[src/rtl/ram_bist.sv]
// March-style RAM self-test: two write-all/read-all passes (pattern, then its inverse)
// with a one-stage compare pipeline, saturating error count and first-failure address.
module ram_bist #(
  parameter int ADSize  = 4,
  parameter int DASize  = 16,
  parameter int RAMSize = 16
) (
  input  logic              clk,
  input  logic              rst,
  input  logic              start,
  input  logic [DASize-1:0] seed,
  output logic              busy,
  output logic              done,
  output logic              pass,
  output logic [ADSize-1:0] fail_addr,
  output logic [ADSize+1:0] err_cnt,
  output logic              en_read,
  output logic              en_write,
  output logic [ADSize-1:0] addr,
  output logic [DASize-1:0] DMin,
  input  logic [DASize-1:0] DMout
);

  // state | meaning
  // IDLE  | waiting for start, RAM ports quiet
  // WRITE | one pattern word written per cycle, addr 0..RAMSize-1
  // READ  | one read per cycle; compare happens a cycle later
  // DRAIN | compare of the final read word, then next phase or DONE
  // DONE  | one-cycle done pulse, pass published

  typedef enum logic [2:0] {
    S_IDLE,
    S_WRITE,
    S_READ,
    S_DRAIN,
    S_DONE
  } state_t;

  localparam logic [ADSize-1:0] LAST    = ADSize'(RAMSize - 1);
  localparam logic [ADSize+1:0] ERR_MAX = '1;

  state_t            state, state_n;
  logic              phase, phase_n;
  logic [DASize-1:0] seed_q, seed_n;
  logic [ADSize-1:0] idx, idx_n;
  logic [ADSize-1:0] left, left_n;
  logic              busy_n, done_n, pass_n;
  logic [ADSize-1:0] fail_n;
  logic [ADSize+1:0] err_n;
  logic              rd_n, wr_n;
  logic [ADSize-1:0] addr_n;
  logic [DASize-1:0] din_n;
  logic              cmp_vld, cmp_vld_n;
  logic [ADSize-1:0] cmp_addr, cmp_addr_n;
  logic [DASize-1:0] cmp_exp, cmp_exp_n;
  logic              mism;

  function automatic logic [DASize-1:0] pattern(input logic [DASize-1:0] s,
                                                 input logic [ADSize-1:0] i,
                                                 input logic              ph);
    logic [DASize-1:0] b;
    b = s + DASize'(i);
    return ph ? ~b : b;
  endfunction

  always_comb begin
    state_n    = state;
    phase_n    = phase;
    seed_n     = seed_q;
    idx_n      = idx;
    left_n     = left;
    busy_n     = busy;
    done_n     = 1'b0;
    pass_n     = pass;
    fail_n     = fail_addr;
    err_n      = err_cnt;
    rd_n       = 1'b0;
    wr_n       = 1'b0;
    addr_n     = '0;
    din_n      = '0;
    cmp_vld_n  = (state == S_READ);
    cmp_addr_n = idx;
    cmp_exp_n  = pattern(seed_q, idx, phase);

    // err_cnt never returns to zero within a test, so zero means "first mismatch"
    mism = cmp_vld && (DMout != cmp_exp);
    if (mism) begin
      if (err_cnt == '0) fail_n = cmp_addr;
      if (err_cnt != ERR_MAX) err_n = err_cnt + (ADSize+2)'(1);
    end

    case (state)
      S_IDLE: begin
        if (start) begin
          state_n = S_WRITE;
          seed_n  = seed;
          phase_n = 1'b0;
          err_n   = '0;
          fail_n  = '0;
          pass_n  = 1'b0;
          busy_n  = 1'b1;
          idx_n   = '0;
          left_n  = LAST;
          wr_n    = 1'b1;
          din_n   = pattern(seed, '0, 1'b0);
        end
      end

      S_WRITE: begin
        if (left == '0) begin
          state_n = S_READ;
          idx_n   = '0;
          left_n  = LAST;
          rd_n    = 1'b1;
        end else begin
          idx_n  = idx + ADSize'(1);
          left_n = left - ADSize'(1);
          wr_n   = 1'b1;
          addr_n = idx + ADSize'(1);
          din_n  = pattern(seed_q, idx + ADSize'(1), phase);
        end
      end

      S_READ: begin
        if (left == '0) begin
          state_n = S_DRAIN;
          idx_n   = '0;
        end else begin
          idx_n  = idx + ADSize'(1);
          left_n = left - ADSize'(1);
          rd_n   = 1'b1;
          addr_n = idx + ADSize'(1);
        end
      end

      S_DRAIN: begin
        if (!phase) begin
          state_n = S_WRITE;
          phase_n = 1'b1;
          idx_n   = '0;
          left_n  = LAST;
          wr_n    = 1'b1;
          din_n   = pattern(seed_q, '0, 1'b1);
        end else begin
          state_n = S_DONE;
          done_n  = 1'b1;
          pass_n  = (err_n == '0);
        end
      end

      S_DONE: begin
        state_n = S_IDLE;
        busy_n  = 1'b0;
      end

      default: begin
        state_n = S_IDLE;
        busy_n  = 1'b0;
      end
    endcase
  end

  always_ff @(posedge clk) begin
    if (rst) begin
      state     <= S_IDLE;
      phase     <= 1'b0;
      seed_q    <= '0;
      idx       <= '0;
      left      <= '0;
      busy      <= 1'b0;
      done      <= 1'b0;
      pass      <= 1'b0;
      fail_addr <= '0;
      err_cnt   <= '0;
      en_read   <= 1'b0;
      en_write  <= 1'b0;
      addr      <= '0;
      DMin      <= '0;
      cmp_vld   <= 1'b0;
      cmp_addr  <= '0;
      cmp_exp   <= '0;
    end else begin
      state     <= state_n;
      phase     <= phase_n;
      seed_q    <= seed_n;
      idx       <= idx_n;
      left      <= left_n;
      busy      <= busy_n;
      done      <= done_n;
      pass      <= pass_n;
      fail_addr <= fail_n;
      err_cnt   <= err_n;
      en_read   <= rd_n;
      en_write  <= wr_n;
      addr      <= addr_n;
      DMin      <= din_n;
      cmp_vld   <= cmp_vld_n;
      cmp_addr  <= cmp_addr_n;
      cmp_exp   <= cmp_exp_n;
    end
  end

endmodule

[config.mk]
export PLATFORM = sky130hd
export DESIGN_NAME = ram_bist
export DESIGN_NICKNAME = d
export VERILOG_FILES = /design/src/rtl/ram_bist.sv
export SDC_FILE = /design/constraint.sdc
export NUM_CORES = 1
export LEC_CHECK = 0
export ABC_AREA = 1
export BUFFER_PORTS_ARGS = -buffer_cell sky130_fd_sc_hd__buf_4
export CAP_MARGIN = 10
export CORE_MARGIN = 1.5
export CORE_UTILIZATION = 45
export CTS_BUF_LIST = sky130_fd_sc_hd__clkbuf_2 sky130_fd_sc_hd__clkbuf_4 sky130_fd_sc_hd__clkbuf_8
export CTS_CLUSTER_SIZE = 28
export DETAILED_ROUTE_END_ITERATION = 10
export GPL_TIMING_DRIVEN = 0
export HOLD_SLACK_MARGIN = 0.15
export PLACE_DENSITY_LB_ADDON = 0.2
export SETUP_SLACK_MARGIN = 0.4
export SYNTH_ARGS = -nofsm -noshare
export SYNTH_HDL_FRONTEND = slang
export SYNTH_SLANG_ARGS = --single-unit
[constraint.sdc]
create_clock -name clk -period 2.9 [get_ports clk]
set_clock_uncertainty 0.1 [all_clocks]
set_input_delay 0.29 -clock clk [delete_from_list [all_inputs] [get_ports clk]]
set_output_delay 0.29 -clock clk [all_outputs]
set_load 0.005 [all_outputs]
### Word level (Yosys, flattened, before mapping)

Cells that the tools add are included.
Widths: inputs -> output; s select.

| cells by class | value |
|---|---|
| reductions and logical operators | 19 |
| equal/unequal tests | 11 |
| add/subtract/negate cells | 5 |
| multiplexer cells | 41 |
| bitwise gates (word level) | 6 |

Operator list:

| operator | number |
|---|---|
| $mux 16 | 5 |
| $not 16->16 | 3 |
| $pmux 16 s3 | 1 |
| $mux 4 | 11 |
| $add 16x4->16 | 2 |
| $mux 6 | 4 |
| $ne 16x16->1 | 1 |
| $pmux 4 s4 | 1 |
| $logic_not 6->1 | 2 |
| $mux 3 | 4 |
| $pmux 3 s4 | 1 |
| $pmux 4 s3 | 1 |
| $ne 2x2->1 const B | 5 |
| $reduce_and 3->1 | 3 |
| $mux 1 | 8 |
| $pmux 1 s2 | 4 |
| $add 6x1->6 const B | 1 |
| $eq 3x2->1 const B | 2 |
| $ne 6x6->1 const B | 1 |
| $reduce_and 2->1 | 3 |
| $reduce_or 2->1 | 3 |
| $add 4x1->4 const B | 1 |
| $logic_not 4->1 | 1 |
| $reduce_and 4->1 | 1 |
| other kinds (11) | 13 |

| word-level totals | value |
|---|---|
| input port bits | 35 |
| logic and storage cells | 99 |
| register bits after elaboration | 84 |

### Logic depth before layout (Yosys ltp)

Gate-level depths: netlist of the first run.

| logic depth | value |
|---|---|
| depth after elaboration | 6 |
| gate-level depth with buffers | 14 |

### Worst setup path after synthesis of the first run

Ideal clock, no wire load.

| timing | value |
|---|---|
| path kind | register to register |
| from | reg idx[1], in the netlist cmp_addr_n[1] |
| to | reg DMin[9] |
| clock period less this slack | 2.197 ns |
| path buffers | 0 |
| data arrival time | 1.964 ns |
| setup slack | 0.703 ns |
| cell stages (with the launch flop) | 13 |
| setup time | 0.132 ns |
| cell sequence | dfxtp_1 ha_1 xor2_1 ha_1 nand2_1 nand3_1 nand2_1 a21oi_4 nand2_1 nor2_2 or2_2 nand3_1 a31oi_1 |

| on the way | value |
|---|---|
| longest elaborated chain between the ends | 6 |

Ends and longest elaborated chain:

| element | RTL line | RTL |
|---|---|---|
| start, declared | 45 | `logic [ADSize-1:0] idx, idx_n;` |
| start signal, assigned | 186 | `idx <= idx_n;` |
| $add 4x1->4 (*) | 120 | `din_n = pattern(seed_q, idx + ADSize'(1), phase);` |
| $add 16x4->16 (*) | 62 | `b = s + DASize'(i);` |
| $not 16->16 | 63 | `return ph ? ~b : b;` |
| $mux 16 (*) | 63 |  |
| $mux 16 (*) | 110 | `if (left == '0) begin` |
| $pmux 16 s3 (*) | 92 | `case (state)` |
| end signal, assigned | 196 | `DMin <= din_n;` |
| end, declared | 20 | `output logic [DASize-1:0] DMin,` |

Every way passes the cells marked *; elsewhere a longest branch is shown, timed or not.
A chain may end at the register's enable or synchronous reset.

### Worst setup path in the final report of the first run

| timing | value |
|---|---|
| from | reg idx[0], in the netlist cmp_addr_n[0] |
| to | reg DMin[8] |

Same word-level chain as after synthesis.

==> summary.md, run 1 <==
| Metric | Value |
|---|---|
| Synth Flop Type | dfxtp_1 |
| Critical path arrival | 2.50 ns |
| Worst path required time | 3.03 ns |
| Via Count | 4177 |
| Top Ports | 70 |
| PwrDens | 515 nW/um^2 |
| # DRC | 0 |
| Chip Height | 101 um |
| Num CTS Buffers | 9 |
| Crit Path Class | register to register |
| Number of global-route vias before repair | 3681 |
| Post-synth ARST share | 0 |
| Hpwl dp | 8.41 mm |
| Core area | 9280 um^2 |
| Total Routing Usage GR | 0.225 |
| Clock root buffer | clkbuf_8 |
| Initial antenna violation count | 0 |
| Post-route ant nets | 0 |
| Crit path max fanout | 4 |
| Post-synthesis cell type count | 41 |
| Ant. Diodes | 0 |
| Setup crit start kind | register |
| Status | finished, final reports clean |
| Clock transition at path regs | 0.09 ns |
| Post-synthesis cell area | approximately 4300 um^2 |
| Leakage | 2.53 nW |
| Port buffer count | 68 |
| Slowest stage cell, crit path | dfxtp_4 |
| H-tree depth | 3 |
| Proportion of layout cells with a drive suffix above 1 | 0.198 |
| Max incr delay on CP | 0.36 ns |
| Seq cells post-synth | 84 |
| Crit path cell chain | buf_4 -> nand3_1 -> xor2_2 -> ha_1 -> nand2_1 -> nand2_1 -> a31oi_2 -> inv_1 -> nand2_1 -> inv_1 -> o21ai_0 -> a21o_1 -> a31oi_1 |
| Slew Limit Fails | 0 |
| Area delta synth->final | 26.0% |
| # rows | 35 |
| Die W | 101 um |
| Worst skew pair latency | 0.36 ns |
| Initial DRC count | between 200 and 250 |
| TritonCTS clock tree | yes |
| GR Overflow Total | 0 |
| Largest net degree at the start of global routing | 17 |
| Fmax | 422 MHz |
| Net count after synthesis | 647 |
| Max-cap violations | 0 |
| Synth top cells by count | nand2_1 (119), inv_1 (86), dfxtp_1 (84), nor2_1 (62), nand3_1 (43) |
| Vias per cell | 5.02 |
| First-pass GRT wire length | 17.8 mm |
| PnR worst setup slack | 0.529 ns |
| Seq/Total Area, Yosys | 0.389 |
| Area share of the largest cell type after synthesis | 0.389 |
| # nets final | 748 |
| Slew headroom | 0.557 |
| DRT Wirelength | 11.2 mm |
| Synthesized area per cell | 7.24 um^2 |
| RSZ-0062 raised after global routing | false |
| Fin util | 0.587 |
| CP most frequent cell | nand2_1 |
| DP Cell Count | roughly 790 |
| Yosys warns | 0 |
| Worst hold margin | between 0.2 and 0.25 ns |
| Synthesized instance count | ~600 |
| Final cell count without fillers | 832 |
| Full die area | 10200 um^2 |
| Setup TNS | 0 ns |
| Filler cells | 905 |
| Final setup fails | 0 |
| CP Capture Type | register |
| Gpl congestion | 0.978 |
| Worst min-delay path class | input pin to register |
| Wire per inst | 13.4 um |
| Place WS | 0.367 ns |
| Period utilization | 0.818 |
| DR pass1 iterations | 5 |
| VDD IR max | 325 uV |
| Clk sink count | 84 |
| Area leader, netlist | dfxtp_1 |
| Final count of hold timing violations | 0 |
| Clock tree buffer depth | 2 |
| Starting Density | 0.465 |
| Most common cell in the synthesized netlist | nand2_1 |
| Min Tclk post-route | around 2.4 ns |
| Post-synth EDFFs | 0 |
| Slew at the pin closest to its max-slew limit | 0.665 ns |
| Top post-synthesis cells by area | dfxtp_1 (39%), nand2_1 (10%), inv_1 (7.5%) |
==> per-stage QoR <==
step,power [mW],area (um^2)
3_5_place_dp,2.00,4990
6_report,2.80,5450
5_1_grt,2.96,5450
4_1_cts,2.79,5340
2_1_floorplan,1.76,4320
3_3_place_gp,1.98,4990
==> worst paths after layout <==
check                              startpoint           end  slack (ns)  cells after the start
worst max register to register  cmp_addr_n[0]       DMin[8]        0.53                     13
worst min-delay path                    start          busy        0.21                      4
worst min register to register   fail_addr[2]  fail_addr[2]        0.35                      2
worst max-delay path            cmp_addr_n[0]       DMin[8]        0.53                     13
==> cell usage in the layout (no fill, tap or decap), types with 2 or more instances in the layout <==
master,netlist,final
nand2_1,119,116
inv_1,86,86
dfxtp_1,84,81
buf_4,2,76
nor2_1,62,62
nand3_1,43,42
a21oi_1,37,37
o21ai_0,30,30
xor2_1,23,19
dlygate4sd3_1,0,16
o22ai_1,13,13
a31oi_1,13,12
ha_1,13,12
clkbuf_8,0,9
clkbuf_1,7,7
nor3_1,7,7
nand2_2,3,6
nor2_2,6,5
xnor2_1,5,5
xor2_2,0,4
nand3_2,3,4
buf_2,3,3
inv_2,3,3
nor4_1,3,3
nand4_1,3,3
a21oi_2,3,3
a21o_1,3,3
buf_1,2,2
clkinv_1,2,2
nand2_4,2,2
nor3_2,2,2
or2_2,2,2
fa_1,2,2
clkinv_4,0,2
inv_6,0,2
dfxtp_4,0,2
==> power breakdown <==
group | total (mW) | switching [mW] | internal, mW
sequential | 1.34 | 0.0832 | 1.26
combinational | 0.676 | 0.393 | 0.284
clock | 0.782 | 0.458 | 0.325
total | 2.80 | 0.934 | 1.87
==> flip-flops by register name, indices dropped and copies added (netlist names), 3 cells and up <==
register	count
cmp_exp	16
fail_addr	4
err_cnt	6
left	4
seed_q	16
state	3
cmp_addr_n	4
addr	4
cmp_addr	4
DMin	16
==> repair_timing <==
action,in CTS,in global routing
setup endpoints to repair,4,7
setup buffers,0,6
resized for setup,1,15
hold buffers,16,0
hold endpoints to repair,24,0
pin swaps,0,7
==> cell families after synthesis <==
kind of cell	synth area share
flip-flops	0.389
AO/OA/AOI/OAI	0.144
XOR/XNOR	0.0568
adder cells (fa/ha/maj)	0.0469
AND/OR/NAND/NOR	0.270
buffers and inverters	0.0938
==> area by class of cell <==
cell class / instances / area [um^2] / area share
Sequential cell: 84 / 1690 / 0.310
Multi-Input combinational cell: 408 / 2290 / 0.420
Timing Repair Buffer: 90 / 716 / 0.131
Buffer: 14 / 63.8 / 0.0117
Tap cell: 129 / 161 / 0.0296
Clock inverter: 7 / 58.8 / 0.0108
Clock buffer: 9 / 124 / 0.0227
Inverter: 91 / 342 / 0.0627
==> critical path: cells and delay by family (launching register included) <==
kind            cells  cell delay (ns)
flops               1             0.36
xor+xnor            1             0.22
buf+inv             3             0.33
simple gates        4             0.35
fa+ha+maj           1             0.33
compound gates      4             0.55
==> per-layer routing <==
metal  vias up  GRT usage  wire length [um]
li1       2127          -                 -
met1      1919      0.322              5570
met2       119      0.355              4900
met3        12     0.0298               556
met4         0     0.0662               134
met5         -          0                 0
No activity file was read; power rests on OpenSTA's default activity.
==> run 2, diff against run 1 <==
==> constraint.sdc (replaced) <==
create_clock -name clk -period 2.43 [get_ports clk]
set_clock_uncertainty 0.1 [all_clocks]
set_input_delay 0.243 -clock clk [delete_from_list [all_inputs] [get_ports clk]]
set_output_delay 0.243 -clock clk [all_outputs]
set_load 0.005 [all_outputs]
==> run 2 against run 1 <==
  * Final cell count rose by 1.6%
  * Setup slack got worse by 0.25 ns
  * Sequential share of layout area fell by 1.5 points
  * Clock-buffer cell count rose by 1
  * Largest power group unchanged
  * Cell area rose by 5.5%
  * Utilization rose by 3.2 points
  * Total power rose by 22%
  * Combinational power rose by 27%
  * Sequential power rose by 21%
==> summary.md, run 2 (synthesis results as in run 1) <==
| Metric | Value |
|---|---|
| Status | finished, final reports clean |
| Num CTS Buffers | 9 |
| H-tree depth | 3 |
| Wire per inst | 14.1 um |
| Storage cell area | between 1500 and 2000 um^2 |
| # DRC | 0 |
| Clock tree buffer depth | 2 |
| Chip Height | slightly above 100 um |
| Proportion of layout cells with a drive suffix above 1 | 0.250 |
| VDD IR max | 387 uV |
| Ant. Diodes | 0 |
| Worst min-delay path class | input pin to register |
| Min Tclk post-route | 2.15 ns |
| Setup crit start kind | register |
| PwrDens | 593 nW/um^2 |
| Final cell count without fillers | around 850 |
| Worst hold margin | roughly 0.16 ns |
| Multi-input gate area | 2470 um^2 |
| Port buffer count | 68 |
| Via Count | 4235 |
| TritonCTS clock tree | yes |
| Most frequent cells in the layout | nand2_1 (112), buf_4 (87), inv_1 (82), dfxtp_1 (79), nor2_1 (60) |
| Post-route ant nets | 0 |
| Core area | 9280 um^2 |
| Area delta synth->final | 33.0% |
| DRT Wirelength | 11.9 mm |
| Period utilization | 0.887 |
| Hpwl dp | 8.58 mm |
| Initial DRC count | 284 |
| CP Capture Type | register |
| Most common cell after layout, fill and taps aside | nand2_1 |
| Filler cells | 849 |
| Vias per cell | roughly 5 |
| Fin util | 0.619 |
| Final count of hold timing violations | 0 |
| Worst skew pair latency | 0.36 ns |
| Initial antenna violation count | 0 |
| Gpl congestion | 0.942 |
| # rows | 35 |
| Critical path arrival | 2.28 ns |
| Full die area | 10200 um^2 |
| Top Ports | 70 |
| Die W | 101 um |
| RSZ-0062 raised after global routing | true |
| Number of global-route vias before repair | about 3900 |
| Slew Limit Fails | 0 |
| Starting Density | 0.465 |
| Clock transition at path regs | 0.09 ns |
| Crit path cell chain | ha_4 -> xor2_4 -> ha_4 -> buf_4 -> a31oi_4 -> inv_2 -> nand2_4 -> inv_4 -> o21ai_1 -> a21o_1 -> a31oi_1 |
| Slew at the pin closest to its max-slew limit | 0.713 ns |
| Leakage | 2.60 nW |
| DP Cell Count | 794 |
| CP most frequent cell | ha_4 |
| Fmax | 464 MHz |
| Clock root buffer | clkbuf_8 |
| Largest regs | DMin x16, cmp_exp x16, seed_q x16 |
| First-pass GRT wire length | 19.0 mm |
| Area after DPL | 5030 um^2 |
| Clk sink count | 84 |
| Worst path required time | 2.56 ns |
| Slew headroom | 0.524 |
| Max-cap violations | 0 |
| Crit path max fanout | 5 |
| Max incr delay on CP | 0.40 ns |
| # nets final | 761 |
| Crit Path Class | register to register |
| Total Routing Usage GR | 0.242 |
| Slowest stage cell, crit path | dfxtp_4 |
| Setup TNS | 0 ns |
| GR Overflow Total | 0 |
| Largest net degree at the start of global routing | 16 |
| DR pass1 iterations | 5 |
| Final instance area | 5750 um^2 |
| Final setup fails | 0 |
[run 2: layout make-up]
type,instances,area share
inverter,91,0.0599
clock buffer,10,0.0240
tap,129,0.0281
sequential,84,0.295
clock inverter,6,0.00849
multi-input combinational,408,0.431
buffer,14,0.0111
timing repair buffer,103,0.143
[run 2: per-layer routing]
| layer | routed length, um | vias up | GRT usage |
|---|---|---|---|
| met3 | 776 | 14 | 0.0451 |
| met5 | 0 | - | 0 |
| li1 | - | 2157 | - |
| met1 | 5650 | 1916 | 0.344 |
| met2 | 5310 | 148 | 0.374 |
| met4 | 163 | 0 | 0.0684 |
[run 2: timing repair]
action | CTS | global route
pin swaps | 9 | 12
hold endpoints to repair | 29 | 0
setup endpoints to repair | 18 | 34
hold buffers | 16 | 0
setup buffers | 13 | 6
resized for setup | 23 | 27
[run 2: worst max-delay path, delay by kind of cell (launching register included)]
family	cells	cell delay, ns
flip-flops	1	0.40
AND/OR/NAND/NOR	1	0.08
XOR/XNOR	1	0.23
buffers and inverters	3	0.29
AO/OA/AOI/OAI	4	0.52
adder cells (fa/ha/maj)	2	0.40
[run 2: per-stage QoR]
stage                     power, mW  worst slack, ns
after floorplan                2.12            0.399
after global placement         2.38           0.0254
after detailed placement       2.40         -0.00884
after CTS                      3.38            0.243
after global routing           3.60            0.181
final                          3.41            0.276
[run 2: report_power, final]
group | switching [mW] | internal [mW]
clock network | 0.528 | 0.406
logic | 0.492 | 0.366
registers | 0.112 | 1.50
total | 1.13 | 2.28
[run 2: final timing paths]
check           startpoint      endpoint  slack [ns]  cells past startpoint
max          cmp_addr_n[0]       DMin[8]        0.28                     11
min                    rst       addr[0]        0.16                      2
max reg2reg  cmp_addr_n[0]       DMin[8]        0.28                     11
min reg2reg   fail_addr[3]  fail_addr[3]        0.35                      2
==> run 3, diff against run 2 <==
==> constraint.sdc (replaced) <==
create_clock -name clk -period 2 [get_ports clk]
set_clock_uncertainty 0.1 [all_clocks]
set_input_delay 0.2 -clock clk [delete_from_list [all_inputs] [get_ports clk]]
set_output_delay 0.2 -clock clk [all_outputs]
set_load 0.005 [all_outputs]
==> run 3 against run 2 <==
  * The run now ends with setup timing left
  * Setup slack got worse by 0.43 ns
  * First-iteration DRC count increased by 9.2%
  * Sequential share of layout area decreased by 2.8 points
  * Fmax about the same
  * Non-clock buffer count increased by 15
  * Die area unchanged
  * Sequential power increased by 22%
  * Combinational power increased by 66%
  * Via count increased by 4.6%
  * Largest cell class unchanged
  * Largest power group unchanged
==> summary.md, run 3 (synthesis results as in run 1) <==
| Metric | Value |
|---|---|
| Status | complete, but fails checks |
| Failing checks | setup timing |
| Filler cells | 753 |
| Final setup fails | 16 |
| PwrDens | 736 nW/um^2 |
| DP Cell Count | 794 |
| Reg-to-Reg End | DMin[7] |
| Post-route ant nets | 0 |
| H-tree depth | 3 |
| Wire per inst | about 15 um |
| Slew Limit Fails | 0 |
| Port buffer count | 68 |
| Clock transition at path regs | 0.08 ns |
| Period utilization | 1.08 |
| Setup crit start kind | register |
| Clock tree buffer depth | 2 |
| Fmax | 464 MHz |
| Worst path required time | between 2 and 2.5 ns |
| Crit Path Class | register to register |
| Gpl congestion | roughly 0.95 |
| Chip Height | 101 um |
| WHS Endpoint | busy |
| Initial antenna violation count | 0 |
| Most frequent cells in the layout | nand2_1 (94), buf_4 (92), inv_1 (71), dfxtp_1 (65), nor2_1 (47) |
| GR Overflow Total | 0 |
| Clk sink count | 84 |
| Slew at the pin closest to its max-slew limit | between 0.6 and 0.7 ns |
| Critical path arrival | 2.28 ns |
| Largest net degree at the start of global routing | 16 |
| Num CTS Buffers | 9 |
| RSZ-0062 raised after global routing | true |
| Setup TNS | -1.29 ns |
| Area delta synth->final | 49.6% |
| Leakage | between 2 and 3 nW |
| Place WS | -0.390 ns |
| Final count of hold timing violations | 0 |
| # nets final | between 700 and 800 |
| PnR worst setup slack | -0.154 ns |
| Total power | 4.75 mW |
| Total Routing Usage GR | 0.238 |
| Most common cell after layout, fill and taps aside | nand2_1 |
| Core area | 9280 um^2 |
| Largest regs | DMin x16, cmp_exp x16, seed_q x16 |
| VDD IR max | around 590 uV |
| Max-cap violations | 0 |
| DRT Wirelength | 12.7 mm |
| Switching Power | 1.54 mW |
| Worst skew pair latency | between 0.3 and 0.4 ns |
| Switching share of power | 0.325 |
| TritonCTS clock tree | yes |
| Power share of the clock group | 0.283 |
| Number of global-route vias before repair | 3861 |
| Slew headroom | 0.579 |
| Proportion of layout cells with a drive suffix above 1 | 0.386 |
| Worst min-delay path class | input pin to register |
| Power share of the combinational group | 0.299 |
| Initial DRC count | 310 |
| Int Pwr | 3.21 mW |
| # rows | 35 |
| Vias per cell | 5.15 |
| Starting Density | 0.465 |
| Die W | 101 um |
| DR pass1 iterations | 4 |
| Clock root buffer | clkbuf_8 |
| Min Tclk post-route | 2.15 ns |
| Ant. Diodes | 0 |
| R2R Setup Slk | -0.15 ns |
| Full die area | 10200 um^2 |
| Hold_sp | start |
| R2R Path Start | cmp_addr_n[0] |
| Top Ports | 70 |
| Reg power frac | 0.417 |
| Depth of the most critical reg-to-reg path | 12 |
| Final cell count without fillers | 860 |
| CP Capture Type | register |
| Crit path max fanout | 5 |
| # DRC | 0 |
| Via Count | 4428 |
| First-pass GRT wire length | 18.7 mm |
| Hpwl dp | 8.51 mm |
| Hold Crit Depth | 4 |
[run 3: power groups by stage]
stage	clock network [mW]	logic, mW	registers (mW)
6_report	1.35	1.42	1.98
5_1_grt	1.45	1.54	2.00
4_1_cts	1.37	1.10	1.96
3_5_place_dp	0	0.928	1.99
3_3_place_gp	0	0.906	1.99
2_1_floorplan	0	0.609	1.97
[run 3: critical path, cell delays in order (launching register included)]
cell	delay, ns
dfxtp_4	0.38
ha_4	0.18
xor2_4	0.17
ha_4	0.29
nand3_2	0.06
nand3_2	0.07
nand2_2	0.07
a21oi_4	0.15
nand2_2	0.10
xor2_1	0.18
nor2_1	0.07
nor2_1	0.14
a21oi_1	0.08
[run 3: metal layers]
layer,up-vias,global-route usage,part of all wire
met1,2065,0.345,0.46
li1,2215,-,-
met4,0,0.0823,0.013
met2,132,0.361,0.47
met5,-,0,0
met3,16,0.0340,0.055
[run 3: stage by stage]
step / util / hold slack [ns] / cell area (um^2)
2_1_floorplan: - / 0.231 / 4370
3_3_place_gp: 0.543 / 0.338 / 5040
3_5_place_dp: 0.543 / 0.341 / 5040
4_1_cts: 0.627 / 0.127 / 5820
5_1_grt: 0.696 / 0.150 / 6460
6_report: 0.696 / 0.126 / 6460
[run 3: layout make-up]
| cell class | instances | area (um^2) | share of cell area |
|---|---|---|---|
| flip-flops and latches | 84 | 1730 | 0.267 |
| well taps | 129 | 161 | 0.0250 |
| inverters | 91 | 370 | 0.0573 |
| multi-input cells | 408 | 2900 | 0.448 |
| repair buffers | 118 | 1000 | 0.155 |
| clock inverters | 7 | 98.8 | 0.0153 |
| clock buffers | 9 | 124 | 0.0192 |
| plain buffers | 14 | 83.8 | 0.0130 |
[run 3: worst max path at each step]
stage                  startpoint       end  slack (ns)  depth (start not counted)
floorplan           cmp_addr_n[1]   DMin[9]       -0.03                         12
global placement    cmp_addr_n[1]   DMin[8]       -0.40                         12
detailed placement  cmp_addr_n[1]   DMin[8]       -0.39                         12
CTS                 cmp_addr_n[1]   DMin[7]       -0.13                         12
global route        cmp_addr_n[0]  DMin[13]       -0.24                         12
finish              cmp_addr_n[0]   DMin[7]       -0.15                         12
[run 3: timing repair]
| item | CTS | global route |
|---|---|---|
| setup endpoints to repair | 68 | 62 |
| hold buffers | 16 | 0 |
| gates cloned | 0 | 1 |
| buffers inserted | 12 | 21 |
| gates resized for setup | 82 | 128 |
| hold endpoints to repair | 34 | 0 |
| pin swaps | 18 | 45 |
